==> config.mk <==
export PLATFORM = sky130hd
export DESIGN_NAME = lc2k_instr_encoder_flat
export DESIGN_NICKNAME = d
export VERILOG_FILES = /design/src/rtl/lc2k_instr_encoder_if.sv /design/src/rtl/lc2k_instr_encoder.sv /design/src/flat_wrapper.sv
export SDC_FILE = /design/constraint.sdc
export NUM_CORES = 1
export LEC_CHECK = 0
export BUFFER_PORTS_ARGS = -buffer_cell sky130_fd_sc_hd__clkbuf_2
export CELL_PAD_IN_SITES_DETAIL_PLACEMENT = 2
export CELL_PAD_IN_SITES_GLOBAL_PLACEMENT = 2
export CORE_UTILIZATION = 30
export DETAILED_ROUTE_END_ITERATION = 16
export PLACE_DENSITY = 0.95
export SYNTH_ARGS = -nofsm -noshare
export SYNTH_HDL_FRONTEND = slang
export SYNTH_SLANG_ARGS = --single-unit
==> constraint.sdc <==
create_clock -name clk -period 3.5 [get_ports clk]
set_input_delay 0 -clock clk [delete_from_list [all_inputs] [get_ports clk]]
set_output_delay 0 -clock clk [all_outputs]
set_load 0.01 [all_outputs]
==> src/rtl/lc2k_instr_encoder_if.sv <==
// Instruction-field stream and instruction-memory write bus for the LC2K encoder.
interface lc2k_instr_encoder_if #(
    parameter int unsigned ADDR_W = 16
);
    logic              in_valid;
    logic              in_ready;
    logic [2:0]        in_opcode;
    logic [2:0]        in_reg_a;
    logic [2:0]        in_reg_b;
    logic [2:0]        in_dest;
    logic [31:0]       in_offset;
    logic              mem_we;
    logic [ADDR_W-1:0] mem_addr;
    logic [31:0]       mem_wdata;
    logic              mem_ack;

    // Encoder side
    modport slave (
        input  in_valid, in_opcode, in_reg_a, in_reg_b, in_dest, in_offset, mem_ack,
        output in_ready, mem_we, mem_addr, mem_wdata
    );

    // Instruction source / memory side
    modport master (
        output in_valid, in_opcode, in_reg_a, in_reg_b, in_dest, in_offset, mem_ack,
        input  in_ready, mem_we, mem_addr, mem_wdata
    );
endinterface

==> src/rtl/lc2k_instr_encoder.sv <==
// LC2K instruction encoder: packs instruction fields into 32-bit words and
// writes them to consecutive instruction-memory addresses until halt.
module lc2k_instr_encoder #(
    parameter int unsigned ADDR_W = 16
) (
    input  logic                clk,
    input  logic                rst_n,
    input  logic                start,
    input  logic [ADDR_W-1:0]   base_addr,
    input  logic                abort,
    lc2k_instr_encoder_if.slave bus,
    output logic                busy,
    output logic                done,
    output logic                error,
    output logic [ADDR_W-1:0]   word_count
);

    localparam int unsigned WORD_W = 32;

    typedef enum logic [2:0] {
        S_IDLE   = 3'd0,
        S_ACCEPT = 3'd1,
        S_WRITE  = 3'd2,
        S_DONE   = 3'd3,
        S_ERROR  = 3'd4
    } state_t;

    localparam logic [2:0] OP_ADD  = 3'd0;
    localparam logic [2:0] OP_NOR  = 3'd1;
    localparam logic [2:0] OP_LW   = 3'd2;
    localparam logic [2:0] OP_SW   = 3'd3;
    localparam logic [2:0] OP_BEQ  = 3'd4;
    localparam logic [2:0] OP_JALR = 3'd5;
    localparam logic [2:0] OP_HALT = 3'd6;

    state_t              state, state_next;

    logic [ADDR_W-1:0]   addr_q, addr_d;
    logic [ADDR_W-1:0]   count_q, count_d;
    logic [WORD_W-1:0]   wdata_q, wdata_d;
    logic                we_q, we_d;
    logic                err_q, err_d;
    logic                ready_q, ready_d;
    logic                busy_q, busy_d;
    logic                done_q, done_d;

    logic [WORD_W-1:0]   enc_word;
    logic                uses_offset;
    logic                range_fault;
    logic                xfer;
    logic                ack_ok;
    logic                word_is_halt;
    logic                addr_last;

    // Field packing for the incoming instruction
    always_comb begin
        enc_word = {7'b0, bus.in_opcode, bus.in_reg_a, bus.in_reg_b, 16'b0};
        case (bus.in_opcode)
            OP_ADD, OP_NOR:       enc_word[2:0]  = bus.in_dest;
            OP_LW, OP_SW, OP_BEQ: enc_word[15:0] = bus.in_offset[15:0];
            OP_JALR:              enc_word[15:0] = 16'b0;
            default:              enc_word[21:0] = 22'b0;
        endcase
    end

    // Offset must be representable as a 16-bit signed value
    assign uses_offset  = (bus.in_opcode == OP_LW) || (bus.in_opcode == OP_SW) ||
                          (bus.in_opcode == OP_BEQ);
    assign range_fault  = uses_offset && !((&bus.in_offset[31:15]) || !(|bus.in_offset[31:15]));
    assign xfer         = (state == S_ACCEPT) && bus.in_valid && !abort;
    assign ack_ok       = (state == S_WRITE) && bus.mem_ack && !abort;
    assign word_is_halt = (wdata_q[24:22] == OP_HALT);
    assign addr_last    = &addr_q;

    // State register
    always_ff @(posedge clk or negedge rst_n) begin
        if (!rst_n) state <= S_IDLE;
        else        state <= state_next;
    end

    // Next-state logic
    always_comb begin
        state_next = state;
        if (abort) begin
            state_next = S_IDLE;
        end else begin
            case (state)
                S_IDLE:   if (start) state_next = S_ACCEPT;
                S_ACCEPT: if (bus.in_valid) state_next = range_fault ? S_ERROR : S_WRITE;
                S_WRITE: begin
                    if (bus.mem_ack) begin
                        if (word_is_halt)   state_next = S_DONE;
                        else if (addr_last) state_next = S_ERROR;
                        else                state_next = S_ACCEPT;
                    end
                end
                S_DONE:   state_next = S_IDLE;
                S_ERROR:  state_next = S_IDLE;
                default:  state_next = S_IDLE;
            endcase
        end
    end

    // Next values for the datapath and registered outputs
    always_comb begin
        addr_d  = addr_q;
        count_d = count_q;
        wdata_d = wdata_q;
        we_d    = we_q;
        err_d   = err_q;
        ready_d = (state_next == S_ACCEPT);
        busy_d  = (state_next != S_IDLE);
        done_d  = (state_next == S_DONE);
        if (abort) begin
            we_d = 1'b0;
        end else begin
            if ((state == S_IDLE) && start) begin
                addr_d  = base_addr;
                count_d = '0;
                err_d   = 1'b0;
            end
            if (xfer) begin
                if (range_fault) begin
                    err_d = 1'b1;
                end else begin
                    wdata_d = enc_word;
                    we_d    = 1'b1;
                end
            end
            if (ack_ok) begin
                we_d    = 1'b0;
                addr_d  = addr_q + ADDR_W'(1);
                count_d = count_q + ADDR_W'(1);
                if (!word_is_halt && addr_last) err_d = 1'b1;
            end
        end
    end

    // Output and datapath registers
    always_ff @(posedge clk or negedge rst_n) begin
        if (!rst_n) begin
            addr_q  <= '0;
            count_q <= '0;
            wdata_q <= '0;
            we_q    <= 1'b0;
            err_q   <= 1'b0;
            ready_q <= 1'b0;
            busy_q  <= 1'b0;
            done_q  <= 1'b0;
        end else begin
            addr_q  <= addr_d;
            count_q <= count_d;
            wdata_q <= wdata_d;
            we_q    <= we_d;
            err_q   <= err_d;
            ready_q <= ready_d;
            busy_q  <= busy_d;
            done_q  <= done_d;
        end
    end

    assign bus.in_ready  = ready_q;
    assign bus.mem_we    = we_q;
    assign bus.mem_addr  = addr_q;
    assign bus.mem_wdata = wdata_q;
    assign busy          = busy_q;
    assign done          = done_q;
    assign error         = err_q;
    assign word_count    = count_q;

endmodule

==> src/flat_wrapper.sv <==
// flat-port wrapper written by rule: the top's interface ports become plain ports
module lc2k_instr_encoder_flat 
#(
    parameter int unsigned ADDR_W = 16
)
  (clk, rst_n, start, base_addr, abort, busy, done, error, word_count, bus_in_valid, bus_in_opcode, bus_in_reg_a, bus_in_reg_b, bus_in_dest, bus_in_offset, bus_mem_ack, bus_in_ready, bus_mem_we, bus_mem_addr, bus_mem_wdata);
  lc2k_instr_encoder_if #(.ADDR_W(ADDR_W)) bus_i ();
  input  logic clk;
  input  logic rst_n;
  input  logic start;
  input  logic [ADDR_W-1:0] base_addr;
  input  logic abort;
  output logic busy;
  output logic done;
  output logic error;
  output logic [ADDR_W-1:0] word_count;
  input wire logic [$bits(bus_i.in_valid)-1:0] bus_in_valid;
  input wire logic [$bits(bus_i.in_opcode)-1:0] bus_in_opcode;
  input wire logic [$bits(bus_i.in_reg_a)-1:0] bus_in_reg_a;
  input wire logic [$bits(bus_i.in_reg_b)-1:0] bus_in_reg_b;
  input wire logic [$bits(bus_i.in_dest)-1:0] bus_in_dest;
  input wire logic [$bits(bus_i.in_offset)-1:0] bus_in_offset;
  input wire logic [$bits(bus_i.mem_ack)-1:0] bus_mem_ack;
  output wire logic [$bits(bus_i.in_ready)-1:0] bus_in_ready;
  output wire logic [$bits(bus_i.mem_we)-1:0] bus_mem_we;
  output wire logic [$bits(bus_i.mem_addr)-1:0] bus_mem_addr;
  output wire logic [$bits(bus_i.mem_wdata)-1:0] bus_mem_wdata;
  assign bus_i.in_valid = bus_in_valid;
  assign bus_i.in_opcode = bus_in_opcode;
  assign bus_i.in_reg_a = bus_in_reg_a;
  assign bus_i.in_reg_b = bus_in_reg_b;
  assign bus_i.in_dest = bus_in_dest;
  assign bus_i.in_offset = bus_in_offset;
  assign bus_i.mem_ack = bus_mem_ack;
  assign bus_in_ready = bus_i.in_ready;
  assign bus_mem_we = bus_i.mem_we;
  assign bus_mem_addr = bus_i.mem_addr;
  assign bus_mem_wdata = bus_i.mem_wdata;
  lc2k_instr_encoder #(.ADDR_W(ADDR_W)) u_core (.clk(clk), .rst_n(rst_n), .start(start), .base_addr(base_addr), .abort(abort), .bus(bus_i), .busy(busy), .done(done), .error(error), .word_count(word_count));
endmodule
# --- Yosys cells after proc, flatten, opt, wreduce, memory -nomap -nowiden ---
# Index checks and enable logic that the tools add are counted.
classes:
  n_eq_ne: 11
  n_addsub: 2
  n_mux: 24
  n_reduce_logical: 28
  n_bitwise: 2
op_table:
  columns: ["op", "count"]
  rows:
  - ["$mux W16", 4]
  - ["$add A16 B1 Y16 const B", 2]
  - ["$mux W3", 7]
  - ["$reduce_and A17 Y1", 1]
  - ["$reduce_or A17 Y1", 1]
  - ["$reduce_and A16 Y1", 1]
  - ["$mux W13", 1]
  - ["$eq A3 B2 Y1 const B", 4]
  - ["$eq A3 B1 Y1 const B", 3]
  - ["$eq A3 B3 Y1 const B", 3]
  - ["$mux W1", 9]
  - ["$pmux W3 S3", 1]
  - ["$logic_and A1 B1 Y1", 7]
  - ["$logic_not A3 Y1", 2]
  - ["$mux W6", 1]
  - ["$pmux W3 S2", 1]
  - ["$reduce_bool A3 Y1", 2]
  - ["$reduce_or A6 Y1", 1]
  - ["$logic_not A1 Y1", 4]
  - ["$reduce_and A2 Y1", 2]
  - ["$logic_or A1 B1 Y1", 3]
  - ["$ne A3 B3 Y1 const B", 1]
  - ["$reduce_and A3 Y1", 1]
  - ["$reduce_or A3 Y1", 1]
  - ["3 further kinds", 4]
totals:
  wordCells: 76
  ff_bits: 65
  in_bits: 66

# --- Logic depth before layout (Yosys ltp) ---
# Gate-level depths: netlist (run 1).
logic_depth:
  ltp_word: 10
  mapped_depth: 7
  depth_no_buf: 6

# --- Worst setup path after synthesis (run 1) ---
# Ideal clock, no wire load.
synth_path:
  path_type: "reg2reg"
  startpoint: "register u_core.state[0]"
  endpoint: "register u_core.count_q[13] (netlist: u_core.word_count[13])"
  setup_ns: 0.132
  arrival_ns: 1.823
  stages_incl_launch_ff: 8
  period_less_slack_ns: 1.955
  setup_slack_ns: 1.545
  path_cell_list: "dfrtp_1 > buf_6 > or4b_4 > a21o_4 > buf_6 > nor4_4 > xnor2_1 > nor2_1"
synth_via:
  elab_chain_len: 5
  elab_cells_between_ends: 8
synth_lines:
  columns: ["item", "line", "rtl"]
  rows:
  - ["from (decl)", "lc2k_instr_encoder.sv:36", "state_t state, state_next;"]
  - ["from (signal assigned)", "lc2k_instr_encoder.sv:78", "else state <= state_next;"]
  - ["$eq A3 B2 Y1", "lc2k_instr_encoder.sv:71", "assign ack_ok = (state == S_WRITE) && bus.mem_ack && !abort;"]
  - ["$logic_and A1 B1 Y1 (2 in series)", "lc2k_instr_encoder.sv:71", null]
  - ["$reduce_bool A2 Y1 (no line)", null, null]
  - ["$reduce_and A2 Y1 (no line)", null, null]
  - ["to (signal assigned)", "lc2k_instr_encoder.sv:152", "count_q <= count_d;"]
  - ["to (decl)", "lc2k_instr_encoder.sv:39", "logic [ADDR_W-1:0] count_q, count_d;"]
# Several ways; a longest one is shown, not always the timed one.
# A chain may end at the register's enable or synchronous reset.

# --- Final worst setup path (run 1) ---
layout_path:
  startpoint: "register u_core.state[1]"
  endpoint: "register u_core.addr_q[8] (netlist: u_core.bus.mem_addr[8])"
layout_via:
  elab_chain_len: 5
  elab_cells_between_ends: 8
layout_lines:
  columns: ["item", "line", "rtl"]
  rows:
  - ["$eq A3 B2 Y1", "lc2k_instr_encoder.sv:71", null]
  - ["$logic_and A1 B1 Y1 (2 in series)", "lc2k_instr_encoder.sv:71", null]
  - ["$reduce_bool A2 Y1 (no line)", null, null]
  - ["$reduce_and A2 Y1 (no line)", null, null]
  - ["to (signal assigned)", "lc2k_instr_encoder.sv:151", "addr_q <= addr_d;"]
  - ["to (decl)", "lc2k_instr_encoder.sv:38", "logic [ADDR_W-1:0] addr_q, addr_d;"]
# Several ways; a longest one is shown, not always the timed one.

==> results.md, run 1 <==
- Final period utilization: 0.7262
- Top_reg_cell synth: dfrtp_1
- Core area: 10,980 sq um
- Hold path endpoint: u_core.bus.mem_addr[14]
- FMAX: 0.3934 GHz
- Mapped cell area: 3428 sq um
- Worst r2r src: u_core.state[1]
- Most frequent cells in the layout: 126 x clkbuf_2, 65 x dfrtp_1, 48 x nand2_1
- Post-DR wirelength/cell: 22.16 um
- Placed instance area: 4172 sq um
- Worst path slowest cell: or4b_4
- Final min period: 2.542 ns
- Overall Global Routing Usage: 0.2615
- CTS tree: yes
- Tightest Pin Transition: 0.9235 ns
- Cells after Synth: 359
- Reg2reg end: u_core.bus.mem_addr[8]
- H-tree depth: 3
- Largest net degree at the start of global routing: 39
- Share of layout cells above drive strength 1: 0.3150
- Worst-Skew Late Latency: 0.34 ns
- Final Cell Area: 4842 sq um
- Flop-to-flop setup slack: 0.96 ns
- Rows: 38
- Synthesis-stage register bit count: 65
- Vias per cell: 5.327
- Vias in the first global route: 4,017
- Antenna Diode Count: 0
- Worst hold slack: 0.02851 ns
- Post-synth EDFFs: 0
- Met2 GRT Util: 0.4654
- Element type at the critical path end: flip-flop
- Die Y: 108.9 um
- Post-Syn Area per Cell: 9.550 sq um
- TritonRoute pass-1 iters: 4
- Register Area: 1627 sq um
- Ys async rst share: 1.000
- CP required: 3.71 ns
- Pleak: 2.304 nW
- Grt total ovfl: 0
- Die area: 11,860 sq um
- Synthesis-to-layout area growth: 41.24%
- Top Ports: 135
- Final setup vio count: 0
- Hpwl dp: 9.396 mm
- R2R cell count: 5
- Final std cells w/o fill: 667
- Unrepaired setup endpoints after global routing: no
- Warnings, synthesis: 0
- Worst setup path class: reg2reg
- Final #Nets: 590
- Initial antenna violation count: 0
- Grt met1 use: 0.3050
- Worst setup SP type: flip-flop
- Max clock buf depth: 2
- HP Class: in2reg
- Worst Clk Skew: 0.005778 ns
- Final ANT Viol Nets: 0
- Num CTS Buffers: 9
- IO buf count: 127
- CP arrival: 2.76 ns
- Hold_sp: base_addr[14]
- Root buffer cell: clkbuf_16
- Critical path cell sequence: or4b_4 -> nand2b_1 -> nand2_1 -> o21ai_0 -> a221o_1
- First-pass GRT wire length: 22.76 mm
- Max-Cap Viols: 0
- Starting Density: 0.3121
- Max-slew violations: 0
- Hold Vio Cnt, Final: 0
- Synth cell types: 53
- Power density cells: 555.2 nW/um^2
- WL final: 14.78 mm
- RePlAce Congestion: 0.8315
- Post-CTS sizing: 0
- Clock sink count: 65
- Number of DRC markers in iteration 0: 123
- Sequential share of the synthesized area: 0.4745
- Die Wd: 108.9 um
- Most common cell after layout, fill and taps aside: clkbuf_2
- DP Cell Count: 617
- GR peak layer: met2
- CP max FO: 15
- Fillers: 1,223
- Met3 Use GR: 0.04662
- DRC violations left: 0
- Worst-path clk slew: 0.06 ns
- Run status: completed
- Multi-input logic area: 1603 sq um
- Setup TNS: 0 ns
- Critical path's largest stage delay: 0.60 ns
- Hold depth: 4
- Worst VDD drop: 0.2594 mV
- Via count: 3,553
- Slew margin rel.: 0.3843
## worst max-delay path, delay by kind of cell (launching register included)
kind	cells	cell delay, ns
DFF	1	0.47
and+or+nand+nor	3	1.42
AOI/OAI and AO/OA	2	0.53
## how the worst max path moves through the flow
| stage | from | end | slack, ns | depth (start not counted) |
|---|---|---|---|---|
| after floorplan | u_core.state[0] | u_core.word_count[13] | 1.55 | 7 |
| after global placement | u_core.state[1] | u_core.bus.mem_addr[2] | 1.28 | 5 |
| after detailed placement | u_core.state[1] | u_core.bus.mem_addr[8] | 1.06 | 5 |
| after CTS | u_core.state[1] | u_core.bus.mem_addr[8] | 1.02 | 5 |
| after global routing | u_core.state[0] | u_core.bus.mem_addr[8] | 0.86 | 5 |
| final | u_core.state[1] | u_core.bus.mem_addr[8] | 0.96 | 5 |
## power breakdown
group / leakage, nW / internal [mW] / switching [mW]
registers: 0.820 / 0.896 / 0.140
logic: 1.32 / 0.262 / 0.369
clock network: 0.162 / 0.660 / 0.362
total: 2.30 / 1.82 / 0.871
## logic make-up (layout without fill, tap and decap cells)
group                      Yosys count  count (layout)  synth area share
DFF                                 65              65            0.4745
AOI/OAI and AO/OA                   56              56            0.1175
xor gates and xnor gates            13              13           0.03321
adders and majority gates            2               2          0.007298
muxes                               28              28           0.08394
and+or+nand+nor                    149             149            0.2179
other                                1               7          0.001094
buffers and inverters               45             207           0.06460
## flip-flops by register name (all words and copies together), names as in the netlist
signal                cells
u_core.bus.mem_wdata     25
u_core.bus.mem_addr      16
u_core.word_count        16
u_core.state              3
u_core.bus.in_ready       1
u_core.bus.mem_we         1
u_core.busy               1
u_core.done               1
u_core.error              1
## repair_timing
item                                   4_1_cts  5_1_grt
setup buffers                                0        0
endpoints found under the hold margin       70        0
hold buffers                                34        0
## cell usage after synthesis (3+ instances only)
master    instances  area (sq um)
nand4_1          11         68.82
buf_4             8         60.06
nor3_1            9         45.04
nor4_1           13         81.33
clkbuf_1          9         33.78
o211ai_1          4         30.03
inv_1            25         93.84
or2_2             3         18.77
dfrtp_1          65          1627
and2_1            3         18.77
nand3_1          12         60.06
a21oi_1          13         65.06
nor2_1           35         131.4
buf_6             3         33.78
mux2_2            6         67.56
o21ai_0           9         45.04
nand2_1          48         180.2
a211oi_1          4         30.03
o21a_1            4         30.03
xnor2_1          11         96.34
mux2i_1          22         220.2
## cell type report
cell class,count,share of cell area
well taps,140,0.03618
clock inverters,5,0.01602
inverters,25,0.01938
clock buffers,11,0.05220
multi-input cells,255,0.3310
flip-flops and latches,65,0.3359
repair buffers,166,0.2093
## stage by stage
step                power (mW)  utilization  setup slack (ns)
global placement         1.550       0.3798             1.281
CTS                      2.678       0.4409             1.015
finish                   2.688       0.4409            0.9582
floorplan                1.298            -             1.545
global route             2.797       0.4409            0.8642
detailed placement       1.603       0.3798             1.063
## metal layers
metal  part of all wire  up-vias  routed length (um)
li1                   -     1578                   -
met1               0.41     1803                5991
met2               0.52      126                7758
met3              0.036       46                 530
met4              0.034        0                 503
met5                  0        -                   0
Power figures use the tool's default switching activity.
==> run 2, diff against run 1 <==
--- a/config.mk
+++ b/config.mk
@@ -5,12 +5,13 @@
 export SDC_FILE = /design/constraint.sdc
 export NUM_CORES = 1
 export LEC_CHECK = 0
+export ABC_AREA = 1
 export BUFFER_PORTS_ARGS = -buffer_cell sky130_fd_sc_hd__clkbuf_2
 export CELL_PAD_IN_SITES_DETAIL_PLACEMENT = 2
 export CELL_PAD_IN_SITES_GLOBAL_PLACEMENT = 2
-export CORE_UTILIZATION = 30
+export CORE_UTILIZATION = 24
 export DETAILED_ROUTE_END_ITERATION = 16
-export PLACE_DENSITY = 0.95
+export PLACE_DENSITY = 0.87
 export SYNTH_ARGS = -nofsm -noshare
 export SYNTH_HDL_FRONTEND = slang
 export SYNTH_SLANG_ARGS = --single-unit
==> constraint.sdc (replaced) <==
create_clock -name clk -period 2.1 [get_ports clk]
set_input_delay 0 -clock clk [delete_from_list [all_inputs] [get_ports clk]]
set_output_delay 0 -clock clk [all_outputs]
set_load 0.01 [all_outputs]
==> run 2 against run 1 <==
Area after synthesis increased by 8.9%; via count increased by 15%; cell count increased by 30%; sequential share of layout area decreased by 2.3 points; synthesized cell count increased by 39%; clock-buffer cell count increased by 4; largest cell class is now multi-input combinational cells.
==> results.md, run 2 <==
- Sequential share of the synthesized area: 0.4358
- Hold Vio Cnt, Final: 0
- Worst hold slack: 0.001335 ns
- Starting Density: 0.2455
- Share of layout cells above drive strength 1: 0.2478
- Setup TNS: 0 ns
- Top-count cell post-synth: nand2_1
- Hpwl dp: 10.49 mm
- Vias in the first global route: 4,703
- Synth cell types: 39
- Power density cells: 763.7 nW/um^2
- CP arrival: 2.12 ns
- Final #Nets: 738
- CP max FO: 6
- Post-DR wirelength/cell: 17.86 um
- Overall Global Routing Usage: 0.2009
- Max FFs per register: 25
- Max clock buf depth: 2
- CP required: 2.32 ns
- Unrepaired setup endpoints after global routing: no
- Final min period: 1.904 ns
- IO buf count: 127
- Num CTS Buffers: 9
- HP Class: in2reg
- Initial antenna violation count: 2
- Grt total ovfl: 0
- Synthesis-stage register bit count: 65
- Worst setup SP type: primary input
- Cells after Synth: 500
- Final setup vio count: 0
- Commonest cells in the netlist: 139 x nand2_1, 65 x dfrtp_1, 60 x inv_1
- Largest net degree at the start of global routing: 29
- WL final: 15.43 mm
- Die Wd: 126.7 um
- Post-Syn Area per Cell: 7.465 sq um
- RePlAce Congestion: 0.7975
- H-tree depth: 3
- Worst Clk Skew: 0.003111 ns
- Die Y: 126.7 um
- Max-Cap Viols: 0
- Tightest Pin Transition: 0.6709 ns
- Pleak: 2.748 nW
- Post-synth EDFFs: 0
- FMAX: 0.5252 GHz
- Top Ports: 135
- Worst VDD drop: 0.3969 mV
- Warnings, synthesis: 0
- Root buffer cell: clkbuf_16
- Worst setup path class: in2reg
- Rows: 45
- Slew margin rel.: 0.5523
- Top_reg_cell synth: dfrtp_1
- Core area: 15,200 sq um
- Vias per cell: 4.730
- Setup bufs post-CTS: 0
- Final period utilization: 0.9066
- Final setup margin: 0.1960 ns
- Final ANT Viol Nets: 0
- Most frequent cells in the layout: 139 x nand2_1, 126 x clkbuf_2, 65 x dfrtp_1
- Run status: completed
- Via count: 4,087
- Synth area leader: dfrtp_1
- DRC violations left: 0
- Worst-path clk slew: 0.05 ns
- Ys async rst share: 1.000
- Mapped cell area: 3732 sq um
- First-pass GRT wire length: 24.76 mm
- Largest cells by area after synthesis: dfrtp_1 44%, nand2_1 14%, o21ai_0 6.7%, inv_1 6.0%, nor2_1 5.7%
- Clock sink count: 65
- Max-slew violations: 0
- Synthesis-to-layout area growth: 39.22%
- Number of DRC markers in iteration 0: 137
- Worst-Skew Late Latency: 0.34 ns
- CTS tree: yes
- Most common cell after layout, fill and taps aside: nand2_1
- Die area: 16,050 sq um
- Yosys top cell area share: 0.4358
- Element type at the critical path end: flip-flop
- TritonRoute pass-1 iters: 4
- Worst slack, placed: 0.1172 ns
[run 2: cell type report]
class	instances	area [sq um]
well taps	188	235.2
inverters	60	225.2
multi-input cells	359	1755
diodes	2	5.005
repair buffers	175	1091
clock buffers	15	257.7
fillers	1806	10010
flip-flops and latches	65	1627
[run 2: path summary, 6_finish.rpt]
| kind | startpoint | endpoint | slack, ns | cells past startpoint |
|---|---|---|---|---|
| max | bus_in_opcode[1] | u_core.bus.mem_wdata[0] | 0.20 | 8 |
| min | base_addr[11] | u_core.bus.mem_addr[11] | 0.001 | 4 |
| max reg2reg | u_core.state[0] | u_core.bus.mem_addr[13] | 0.23 | 8 |
| min reg2reg | u_core.error | u_core.error | 0.48 | 2 |
| max in group asynchronous | rst_n | u_core.bus.mem_addr[0] | 1.22 | 3 |
| min in group asynchronous | rst_n | u_core.bus.mem_wdata[10] | 0.15 | 2 |
[run 2: layer usage]
metal,track usage,routed length (um)
met5,0,0
met3,0.06664,867
met4,0.04342,184
met2,0.3815,8258
met1,0.2147,6120
[run 2: cells by family (layout without fill, tap and decap cells)]
kind of cell | count (synthesis) | in the layout | synth area share
fa+ha+maj | 2 | 2 | 0.006704
compound gates | 76 | 76 | 0.1133
other cells | 1 | 9 | 0.001005
simple gates | 260 | 260 | 0.3074
flops | 65 | 65 | 0.4358
xor+xnor | 14 | 14 | 0.03285
buf+inv | 82 | 250 | 0.1029
[run 2: per-stage QoR]
stage	area (sq um)	total power, mW	instances	util
3_3_place_gp	4542	2.449	809	0.2988
6_report	5196	3.968	864	0.3418
3_5_place_dp	4542	2.510	809	0.2988
2_1_floorplan	3755	2.041	506	-
5_1_grt	5196	4.180	864	0.3418
4_1_cts	5180	3.978	862	0.3407
[run 2: critical path, stage by stage]
cell,delay (ns)
dlygate4sd3_1,0.53
clkbuf_2,0.14
nor2_1,0.36
nor2_4,0.13
a22o_1,0.21
dlygate4sd3_1,0.60
nand2_1,0.09
nand2_1,0.05
[run 2: power breakdown]
group,switching [mW],internal (mW)
sequential,0.178,1.45
clock,0.558,0.828
combinational,0.586,0.372
[run 2: repair_timing]
item,CTS,global route
endpoints found under the hold margin,52,0
gates resized for setup,0,3
endpoints found under the setup margin,0,8
hold buffers,38,0
==> run 3, diff against run 2 <==
--- a/config.mk
+++ b/config.mk
@@ -7,9 +7,7 @@
 export LEC_CHECK = 0
 export ABC_AREA = 1
 export BUFFER_PORTS_ARGS = -buffer_cell sky130_fd_sc_hd__clkbuf_2
-export CELL_PAD_IN_SITES_DETAIL_PLACEMENT = 2
-export CELL_PAD_IN_SITES_GLOBAL_PLACEMENT = 2
-export CORE_UTILIZATION = 24
+export CORE_UTILIZATION = 45
 export DETAILED_ROUTE_END_ITERATION = 16
 export PLACE_DENSITY = 0.87
 export SYNTH_ARGS = -nofsm -noshare
==> run 3 against run 2 <==
First-iteration DRC count grew 44%; routed wire length down 29%; clock skew grew 0.0055 ns; worst hold slack better by 0.0078 ns; via count down 2.1%; sequential cell count stayed put; cell count down 10%; register-to-register slack got worse by 0.07 ns; critical path depth shrank 1; critical endpoint is now u_core.bus.mem_addr[5]; largest power group unchanged.
==> results.md, run 3 (same netlist as run 2, synthesis figures left out) <==
- TritonRoute pass-1 iters: 4
- Final std cells w/o fill: 778
- Hold depth: 4
- Fillers: 664
- DP Cell Count: 720
- Reg2reg end: u_core.bus.mem_addr[5]
- Top Ports: 135
- H-tree depth: 3
- Number of DRC markers in iteration 0: 197
- Unrepaired setup endpoints after global routing: no
- Worst setup path class: reg2reg
- PnR Total Power: 3.511 mW
- Most frequent cells in the layout: 139 x nand2_1, 126 x clkbuf_2, 65 x dfrtp_1
- Max clock buf depth: 2
- Die Wd: 93.07 um
- Die Y: 93.07 um
- Run status: completed
- Met3 Use GR: 0.05691
- Vias per cell: 5.144
- Placed instance area: 4424 sq um
- Final min period: 1.938 ns
- Num CTS Buffers: 9
- Hold Vio Cnt, Final: 0
- Hpwl dp: 7.302 mm
- Via count: 4,002
- HP Class: in2reg
- RePlAce Congestion: 0.8791
- FMAX: 0.5161 GHz
- CP max FO: 14
- Grt met1 use: 0.3231
- R2R cell count: 7
- Slew margin rel.: 0.3485
- Clock sink count: 65
- Most common cell after layout, fill and taps aside: nand2_1
- Grt total ovfl: 0
- Worst setup SP type: flip-flop
- Met2 GRT Util: 0.4467
- Largest net degree at the start of global routing: 42
- Worst Clk Skew: 0.008608 ns
- Worst-Skew Late Latency: 0.34 ns
- GR peak layer: met2
- Post-DR wirelength/cell: 14.04 um
- Worst slack, placed: 0.1583 ns
- Tightest Pin Transition: 0.9737 ns
- Share of layout cells above drive strength 1: 0.2441
- Initial antenna violation count: 0
- Hold_sp: base_addr[14]
- Setup bufs post-CTS: 0
- Element type at the critical path end: flip-flop
- Setup TNS: 0 ns
- IO buf count: 127
- Worst VDD drop: 0.4343 mV
- Synthesis-to-layout area growth: 34.80%
- Max-Cap Viols: 0
- Power density cells: 697.8 nW/um^2
- Hold path endpoint: u_core.bus.mem_addr[14]
- First-pass GRT wire length: 17.83 mm
- DRC violations left: 0
- Final period utilization: 0.9227
- Overall Global Routing Usage: 0.2622
- Vias in the first global route: 3,910
- Worst r2r src: u_core.state[1]
- Core area: 7888 sq um
- Pleak: 2.720 nW
- Rows: 32
- Root buffer cell: clkbuf_8
- Flop-to-flop setup slack: 0.16 ns
- Die area: 8662 sq um
- Max-slew violations: 0
- CP required: 2.30 ns
- Final ANT Viol Nets: 0
- Final setup margin: 0.1623 ns
- Antenna Diode Count: 0
- Final #Nets: 740
- Starting Density: 0.4732
- CTS tree: yes
- Final Cell Area: 5031 sq um
- Final setup vio count: 0
- CP arrival: 2.14 ns
- Worst-path clk slew: 0.07 ns
- Max FFs per register: 25
- WL final: 10.92 mm
-- run 3: cell types whose count changed in the layout (fill, tap and decap cells not counted), sizes merged --
cell / delta
diode: -2
clkinv: +3
buf: -3
clkbuf: -4
bufinv: +1
dlygate4sd3: +5
-- run 3: cell type report --
cell class                      instances  area [sq um]  area share
Clock inverter                          4         45.04    0.008953
Inverter                               60         225.2     0.04476
Timing Repair Buffer                  177          1131      0.2248
Clock buffer                           11         131.4     0.02611
Tap cell                              102         127.6     0.02537
Sequential cell                        65          1627      0.3233
Multi-Input combinational cell        359          1744      0.3467
-- run 3: what timing repair did --
action | in CTS | in global routing
endpoints found under the hold margin | 64 | 0
resized for setup | 0 | 0
hold buffers | 43 | 0
-- run 3: worst max-delay path, cell delays in order, from the launching register on --
cell	delay (ns)
dfrtp_1	0.38
nor3b_2	0.17
nand2_1	0.09
nor2_1	0.06
nor2_1	0.73
nor2_1	0.13
o21ai_0	0.11
o21ai_0	0.12
-- run 3: stage by stage --
| step | utilization | hold slack, ns |
|---|---|---|
| floorplan | - | -0.2956 |
| global placement | 0.5609 | 0.03302 |
| detailed placement | 0.5609 | 0.03833 |
| CTS | 0.6378 | 0.001897 |
| global route | 0.6378 | 0.02859 |
| finish | 0.6378 | 0.009156 |
-- run 3: report_power, final --
part / switching (mW) / internal, mW
Combinational: 0.517 / 0.375
Sequential: 0.158 / 1.44
Clock: 0.478 / 0.537
-- run 3: worst max-delay path by stage --
stage	start	endpoint	slack [ns]	cells past startpoint
after detailed placement	u_core.state[1]	u_core.bus.mem_addr[5]	0.16	7
after CTS	u_core.state[1]	u_core.bus.mem_addr[5]	0.15	7
final	u_core.state[1]	u_core.bus.mem_addr[5]	0.16	7
after global placement	u_core.state[1]	u_core.bus.mem_addr[5]	0.33	7
after floorplan	u_core.bus.mem_addr[1]	u_core.busy	0.53	8
after global routing	u_core.state[1]	u_core.bus.mem_addr[5]	0.003	7
-- run 3: per-layer routing --
| metal | share of wire | vias up |
|---|---|---|
| met5 | 0 | - |
| met4 | 0.014 | 0 |
| met3 | 0.083 | 13 |
| met2 | 0.49 | 214 |
| met1 | 0.42 | 1848 |
| li1 | - | 1927 |
